[src/rtl/watch_time_ctrl.sv]
// Time-of-day controller: owns hours/minutes/seconds, advances them from a
// 1 Hz prescaler tick while running and applies arbitrated, auto-repeating
// manual adjust steps while in set mode.
// Optional build macro WATCH_TWELVE_HOUR_EN: hours output in 1..12 format
// plus a registered pm flag; internal counting stays 0..23.
module watch_time_ctrl #(
  parameter int CLK_HZ        = 32768,
  parameter int REPEAT_DELAY  = 16384,
  parameter int REPEAT_PERIOD = 4096
) (
  input  logic       clk,
  input  logic       reset,
  input  logic       run_time,
  input  logic       inc_m,
  input  logic       dec_m,
  input  logic       inc_h,
  input  logic       dec_h,
  output logic [4:0] hours,
  output logic [5:0] minutes,
  output logic [5:0] seconds,
`ifdef WATCH_TWELVE_HOUR_EN
  output logic       pm,
`endif
  output logic       tick_1hz
);

  localparam int PS_W  = $clog2(CLK_HZ) + 1;
  localparam int RMAX  = (REPEAT_DELAY > REPEAT_PERIOD) ? REPEAT_DELAY : REPEAT_PERIOD;
  localparam int CNT_W = $clog2(RMAX) + 1;
  localparam logic [PS_W-1:0]  PS_TOP = PS_W'(CLK_HZ - 1);
  localparam logic [CNT_W-1:0] DLY_LD = CNT_W'(REPEAT_DELAY - 1);
  localparam logic [CNT_W-1:0] RPT_LD = CNT_W'(REPEAT_PERIOD - 1);

  typedef enum logic [1:0] {IDLE, DELAY, REPEAT} adj_state_t;
  typedef enum logic [1:0] {REQ_INC_M, REQ_DEC_M, REQ_INC_H, REQ_DEC_H} req_t;

  adj_state_t       state, state_nx;
  req_t             code, code_nx, req_code;
  logic             req_valid, step;
  logic [CNT_W-1:0] cnt, cnt_nx;
  logic [PS_W-1:0]  ps, ps_nx;
  logic [4:0]       hr, hr_nx;
  logic [5:0]       min_nx, sec_nx;
  logic             tick_nx;

  function automatic logic [5:0] inc_mod60(input logic [5:0] v);
    return (v >= 6'd59) ? 6'd0 : v + 6'd1;
  endfunction

  function automatic logic [5:0] dec_mod60(input logic [5:0] v);
    return (v == 6'd0) ? 6'd59 : v - 6'd1;
  endfunction

  function automatic logic [4:0] inc_mod24(input logic [4:0] v);
    return (v >= 5'd23) ? 5'd0 : v + 5'd1;
  endfunction

  function automatic logic [4:0] dec_mod24(input logic [4:0] v);
    return (v == 5'd0) ? 5'd23 : v - 5'd1;
  endfunction

`ifdef WATCH_TWELVE_HOUR_EN
  function automatic logic [4:0] to_12h(input logic [4:0] h);
    if (h == 5'd0)      return 5'd12;
    else if (h > 5'd12) return h - 5'd12;
    else                return h;
  endfunction
`endif

  // Decode the request lines: valid only when exactly one is asserted
  always_comb begin
    req_valid = 1'b0;
    req_code  = REQ_INC_M;
    case ({dec_h, inc_h, dec_m, inc_m})
      4'b0001: begin req_valid = 1'b1; req_code = REQ_INC_M; end
      4'b0010: begin req_valid = 1'b1; req_code = REQ_DEC_M; end
      4'b0100: begin req_valid = 1'b1; req_code = REQ_INC_H; end
      4'b1000: begin req_valid = 1'b1; req_code = REQ_DEC_H; end
      default: begin req_valid = 1'b0; req_code = REQ_INC_M; end
    endcase
  end

  // Adjust FSM state, latched request code and repeat counter
  always_ff @(posedge clk) begin
    if (!reset) begin
      state <= IDLE;
      code  <= REQ_INC_M;
      cnt   <= '0;
    end else begin
      state <= state_nx;
      code  <= code_nx;
      cnt   <= cnt_nx;
    end
  end

  // Adjust FSM next state: first press steps at once, then delay, then repeat
  always_comb begin
    state_nx = state;
    code_nx  = code;
    cnt_nx   = cnt;
    step     = 1'b0;
    if (run_time || !req_valid) begin
      state_nx = IDLE;
    end else if (state == IDLE || req_code != code) begin
      step     = 1'b1;
      code_nx  = req_code;
      cnt_nx   = DLY_LD;
      state_nx = DELAY;
    end else if (cnt == '0) begin
      step     = 1'b1;
      cnt_nx   = RPT_LD;
      state_nx = REPEAT;
    end else begin
      cnt_nx = cnt - 1'b1;
    end
  end

  // Time datapath next values: tick arithmetic when running, steps otherwise
  always_comb begin
    hr_nx   = hr;
    min_nx  = minutes;
    sec_nx  = seconds;
    ps_nx   = ps;
    tick_nx = 1'b0;
    if (run_time) begin
      if (ps == PS_TOP) begin
        ps_nx   = '0;
        tick_nx = 1'b1;
        sec_nx  = inc_mod60(seconds);
        if (seconds == 6'd59) begin
          min_nx = inc_mod60(minutes);
          if (minutes == 6'd59) hr_nx = inc_mod24(hr);
        end
      end else begin
        ps_nx = ps + 1'b1;
      end
    end else begin
      ps_nx = '0;
      if (step) begin
        case (req_code)
          REQ_INC_M: begin min_nx = inc_mod60(minutes); sec_nx = 6'd0; end
          REQ_DEC_M: begin min_nx = dec_mod60(minutes); sec_nx = 6'd0; end
          REQ_INC_H: hr_nx = inc_mod24(hr);
          REQ_DEC_H: hr_nx = dec_mod24(hr);
          default:   hr_nx = hr;
        endcase
      end
    end
  end

  // Time registers and registered display outputs
  always_ff @(posedge clk) begin
    if (!reset) begin
      hr       <= 5'd0;
      minutes  <= 6'd0;
      seconds  <= 6'd0;
      ps       <= '0;
      tick_1hz <= 1'b0;
`ifdef WATCH_TWELVE_HOUR_EN
      hours    <= 5'd12;
      pm       <= 1'b0;
`else
      hours    <= 5'd0;
`endif
    end else begin
      hr       <= hr_nx;
      minutes  <= min_nx;
      seconds  <= sec_nx;
      ps       <= ps_nx;
      tick_1hz <= tick_nx;
`ifdef WATCH_TWELVE_HOUR_EN
      hours    <= to_12h(hr_nx);
      pm       <= (hr_nx >= 5'd12);
`else
      hours    <= hr_nx;
`endif
    end
  end

endmodule

[config.mk]
export PLATFORM = sky130hd
export DESIGN_NAME = watch_time_ctrl
export DESIGN_NICKNAME = d
export VERILOG_FILES = /design/src/rtl/watch_time_ctrl.sv
export SDC_FILE = /design/constraint.sdc
export NUM_CORES = 1
export LEC_CHECK = 0
export ABC_CLOCK_PERIOD_IN_PS = 4450
export BUFFER_PORTS_ARGS = -buffer_cell sky130_fd_sc_hd__buf_2
export CAP_MARGIN = 25
export CORE_MARGIN = 2
export CORE_UTILIZATION = 25
export DETAILED_ROUTE_END_ITERATION = 12
export GPL_TIMING_DRIVEN = 0
export SYNTH_ARGS = -nofsm -noshare
export SYNTH_HDL_FRONTEND = slang
export SYNTH_SLANG_ARGS = --single-unit
[constraint.sdc]
create_clock -name clk -period 4.45 [get_ports clk]
set_input_delay 0.89 -clock clk [delete_from_list [all_inputs] [get_ports clk]]
set_output_delay 0.89 -clock clk [all_outputs]
set_load 0.03 [all_outputs]
* Word level (Yosys, flattened, before mapping)
Cells that the tools add are included.
** Word-level totals
- Flip-flop bits (word level) :: 53
- Bits of input ports :: 7
- Output and inout bits :: 18
** Cells by class
- Add/sub/neg operators :: 7
- Order comparisons :: 3
- Eq/ne operators :: 14
- Mux-type cells :: 30
- Bitwise gates (word level) :: 3
- Reduce and logical (&&, ||, !) cells :: 23
** Operators with widths (count)
- 6-bit two-way mux :: 11
- 5-bit two-way mux :: 7
- 15-bit two-way mux :: 2
- 16-bit by 1-bit adder with 16-bit output (second input constant) :: 1
- 16-bit by 15-bit == test with 1-bit output (second input constant) :: 1
- 15-bit zero test :: 1
- 15-bit by 1-bit subtractor with 15-bit output (second input constant) :: 1
- 6-bit by 1-bit adder with 6-bit output (second input constant) :: 2
- 6-bit == test (second input constant) :: 2
- 6-bit >= comparator (second input constant) :: 2
- 6-bit case mux with 2 select lines :: 1
- 5-bit case mux with 2 select lines :: 1
- 1-bit two-way mux :: 7
- 6-bit zero test :: 1
- 2-bit by 1-bit != test with 1-bit output (second input constant) :: 3
- 2-bit case mux with 3 select lines :: 1
- 2-bit nonzero test :: 3
- 3-bit nonzero test :: 2
- 3-bit OR reduction :: 2
- 6-bit by 1-bit subtractor with 6-bit output (second input constant) :: 1
- 5-bit by 1-bit adder with 5-bit output (second input constant) :: 1
- 5-bit >= comparator (second input constant) :: 1
- 5-bit zero test :: 1
- 5-bit AND reduction :: 1
- other kinds (17) :: 24

* Longest topological paths before layout
- Depth after elaboration :: 8
- Mapped depth :: 9
- Mapped depth without buffers :: 8

* Worst setup path after synthesis
OpenSTA, ideal clock, no wires.
- Path type :: input-to-reg
- From :: in inc_m
- To :: reg cnt[14]
- Library setup time :: 0.122 ns
- Arrival time :: 2.711 ns
- Required time :: 4.328 ns
- Slack :: 1.617 ns
- Cell stages on the path :: 6
- Path buffers :: 1
- Path through :: buf_2 > or4b_4 > a21oi_2 > nand2_1 > or4_1 > o311a_1
** On the way
- Cells in the longest elaborated chain, start to end :: 5
- Elaborated cells between the ends (all ways) :: 12
** Ends and longest elaborated chain
- from (decl) :: line 14 : input logic inc_m,
- 4-bit == test (tied with other cells) :: line 74 : case ({dec_h, inc_h, dec_m, inc_m})
- 2-bit case mux with 3 select lines or 4-bit OR reduction (tied branches)
- 2-bit != test or 1-bit two-way mux (tied branches) :: line 104, 74
- 1-bit logical OR or 1-bit zero test (tied branches) :: line 104, 102
- 15-bit two-way mux or 1-bit logical OR (tied branches) :: line 104, 102
- to (signal assigned) :: line 92 : cnt <= cnt_nx;
- to (decl) :: line 40 : logic [CNT_W-1:0] cnt, cnt_nx;
Parallel ways exist; a longest one is shown, timed or not.
A chain may end at the register's enable or synchronous reset.

* Final worst setup path
- From :: in inc_m
- To :: reg minutes[2]
** On the way
- Cells in the longest elaborated chain, start to end :: 8
- Elaborated cells between the ends (all ways) :: 21
** Ends and longest elaborated chain
- 4-bit == test (tied with other cells) :: line 74
- 2-bit case mux with 3 select lines or 4-bit OR reduction (tied branches)
- 2-bit != test or 1-bit two-way mux (tied branches) :: line 104, 74
- 1-bit logical OR or 1-bit zero test (tied branches) :: line 104, 102
- 1-bit two-way mux or 1-bit logical OR (tied branches) :: line 104, 102
- 1-bit two-way mux :: line 102 : if (run_time || !req_valid) begin
- 2-bit nonzero test (no line)
- 4-bit AND reduction (no line)
- to (signal assigned) :: line 167 : minutes <= min_nx;
- to (decl) :: line 19 : output logic [5:0] minutes,
Parallel ways exist; a longest one is shown, timed or not. The select of a mux whose other input is x is not followed.

==> summary.txt <==
Outcome
  – Result of the run: completed

Synth
  – Post-synth cell types: 64
  – Yosys warning count: 0
  – Syn_nets: 396
  – Synthesized instance count: 381
  – Simple-Gate Fraction of Synth Area: 28.0%
  – Xor/xnor share of the synthesized area: 8.48%
  – Ys flop type: dfxtp_1
  – Mean area per synthesized cell: 8.13 um2
  – Post-synthesis adder-cell area fraction: 3.23%
  – Largest family of logic cells by synthesized area: simple AND/OR/NAND/NOR gates
  – Number of synthesized flops with an enable pin: 0
  – FFs w/ async S/R, synth: 0%
  – Synth Area in Compound Gates: 21.7%
  – Post-Synthesis Cell Area: 0.00310 mm2
  – Yosys reg bits: 53
  – Post-synthesis sequential area ratio: 34.3%
  – Mux contribution to synthesized area: 0.687%

STA
  – Setup-failing EPs final: 0
  – Slew @ Worst Pin: 640 ps
  – RSZ-0062 raised after global routing: false
  – Setup TNS: 0 ps
  – Max Freq: 356 MHz
  – Endpoints failing hold: 0
  – Final Critical Period: 2810 ps
  – Max-slew violations: 0
  – Worst slew margin: 57.4%
  – Worst Setup Slack, final: 1640 ps
  – Clock Skew: 6.00 ps
  – Period utilisation layout: 63.1%

Global routing
  – All-layer global routing usage: 12.3%
  – GRT overflow: 0
  – Initial antenna violation count: 0
  – Vias in the first global route: 2,835
  – Pin count of the biggest net entering global routing: 19
  – First-pass GRT wire length: 13,600 um

Layout
  – Fill cells: 1,276
  – Final nets: 424
  – Most common cell after layout, fill and taps aside: dfxtp_1
  – Layout cells sized above 1: 12.9%
  – Commonest non-fill, non-tap cells in the layout: 53 x dfxtp_1, 41 x nor2_1, 33 x nand2_1, 30 x a21oi_1, 25 x buf_2
  – Area growth syn-to-layout: 15.8%
  – Diodes inserted: 0

Setup path
  – R2R setup slack: 1690 ps
  – CP Max Fanout: 9
  – R2R cell count: 9
  – Worst R2R End: hr[3]
  – Crit end category: flop
  – WS Path Type: input pin to flop
  – Worst path required time: 4630 ps
  – Critical Path Start Type: input pin
  – WP data arrival: 2990 ps
  – RR Startpoint: cnt[0]

Floorplanning
  – Initial Utilization: 25.7%
  – Core ar.: 0.0121 mm2
  – Die W: 115 um
  – Ports: 25
  – Die ar.: 0.0133 mm2
  – Rows: 40
  – DIE HEIGHT: 115 um

Power
  – Reg power frac: 45.3%
  – Lkg Pwr: 1.28 nW
  – Net Sw Frac: 27.0%
  – Max VDD drop: 0.000161 V
  – Clock share of power: 40.8%
  – Pwr per Cell Area: 313 mW/mm2
  – P_sw: 0.000302 W
  – Internal cell power: 0.000819 W
  – Comb pwr share: 13.8%

Route
  – Metal2 WL: 3670 um
  – Final WL: 7810 um
  – Pre-antenna DRT Iters: 4
  – Met3 wire len: 242 um
  – Vias: 2,920
  – Max Used Layer: met4
  – Met1 wire length: 3840 um
  – Routed wire per std cell: 13.5 um
  – Routed Antenna Nets: 0
  – Vias per cell: 5.05
  – DRC violations left: 0
  – DR iter-0 viols: 133

Clock network
  – Clock Tree Buf Depth: 2
  – Worst-path clk slew: 70 ps
  – Root buffer cell: clkbuf_16
  – Hold Buf Count CTS: 0
  – Worst-Skew Late Latency: 290 ps
  – CTS tree: yes
  – CTS Buf Count: 5
  – CTS H-tree depth: 2
  – PostCTS Resize Cnt: 0
  – Setup bufs post-CTS: 0
  – Sink Count: 53

Worst hold path
  – Hold path depth: 2
  – Hold Path Class: flop to flop
  – Hold path endpoint: state[0]
  – Worst hold start: state[0]

Placement
  – Detailed Place HPWL: 5750 um
  – Pre-CTS setup slack: 1350 ps
  – Routability cong.: 0.825
  – Port Buf Inserts: 21

Flow run
  – MaxCap Viol Count: 0
-- metal layers --
metal / vias to the layer above / global-route usage, %
met3: 4 / 2.16
met1: 1421 / 16.9
li1: 1457 / -
met5: - / 0
met4: 0 / 3.13
met2: 38 / 20.2
-- kinds of logic (layout without fill, tap and decap cells) --
kind of cell    Yosys count  after routing
compound gates           95             95
flops                    53             53
simple gates            164            164
xor+xnor                 30             30
mux                       2              2
fa+ha+maj                 8              8
buf+inv                  29             58
-- Yosys cell counts, drive strengths merged, types with 7 or more instances --
master   n  area [um2]
dfxtp   53        1060
nor4     8        80.1
inv     13        48.8
o21ai   15        78.8
nand3   23         115
xor2    14         123
nand2   33         124
ha       8         100
and3     8        55.1
clkbuf  11        41.3
o221a    7        78.8
xnor2   16         140
a21oi   31         159
nor3    19        95.1
nor2    41         154
-- power groups by stage --
stage | sequential, W | clock, W | combinational, W
5_1_grt | 0.000511 | 0.000489 | 0.000174
6_report | 0.000508 | 0.000458 | 0.000155
2_1_floorplan | 0.000519 | 0 | 0.000117
3_5_place_dp | 0.000519 | 0 | 0.000155
4_1_cts | 0.000508 | 0.000465 | 0.000155
3_3_place_gp | 0.000518 | 0 | 0.000151
-- flip-flops by register name, indices dropped and copies added, names as in the netlist --
name      count
ps           16
cnt          15
minutes       6
seconds       6
hr            5
code          2
state         2
tick_1hz      1
-- per-stage QoR --
| step | utilization [%] | hold WS, ps | cells | total power, W | area, um2 |
|---|---|---|---|---|---|
| after floorplan | - | 429 | 381 | 0.000636 | 3100 |
| after global placement | 28.3 | 437 | 570 | 0.000669 | 3410 |
| after detailed placement | 28.3 | 448 | 570 | 0.000674 | 3410 |
| after CTS | 29.7 | 458 | 578 | 0.00113 | 3580 |
| after global routing | 29.7 | 489 | 578 | 0.00118 | 3580 |
| final | 29.7 | 470 | 578 | 0.00112 | 3580 |
-- area by class of cell --
cell class	count	area (um2)	area share, %
Sequential cell	53	1060	29.6
Multi-Input combinational cell	299	1920	53.6
Buffer	15	61.3	1.71
Clock inverter	3	47.5	1.33
Inverter	14	52.6	1.47
Timing Repair Buffer	21	105	2.93
Tap cell	168	210	5.86
Clock buffer	5	125	3.49
-- worst max-delay path by stage --
| stage | start | to | slack, ps | depth (start not counted) |
|---|---|---|---|---|
| floorplan | inc_m | cnt[14] | 1620 | 6 |
| global placement | inc_m | cnt[14] | 1400 | 6 |
| detailed placement | inc_m | minutes[2] | 1350 | 7 |
| CTS | inc_m | cnt[14] | 1650 | 6 |
| global route | cnt[0] | minutes[3] | 1450 | 9 |
| finish | inc_m | minutes[2] | 1640 | 7 |
-- worst max-delay path, stage by stage --
cell	delay, ps
buf_2	160
or4b_4	580
a21oi_2	220
and2_1	270
o22ai_1	250
nand2b_1	340
o221a_2	280
Note: power is estimated with default switching activity, not from simulation.
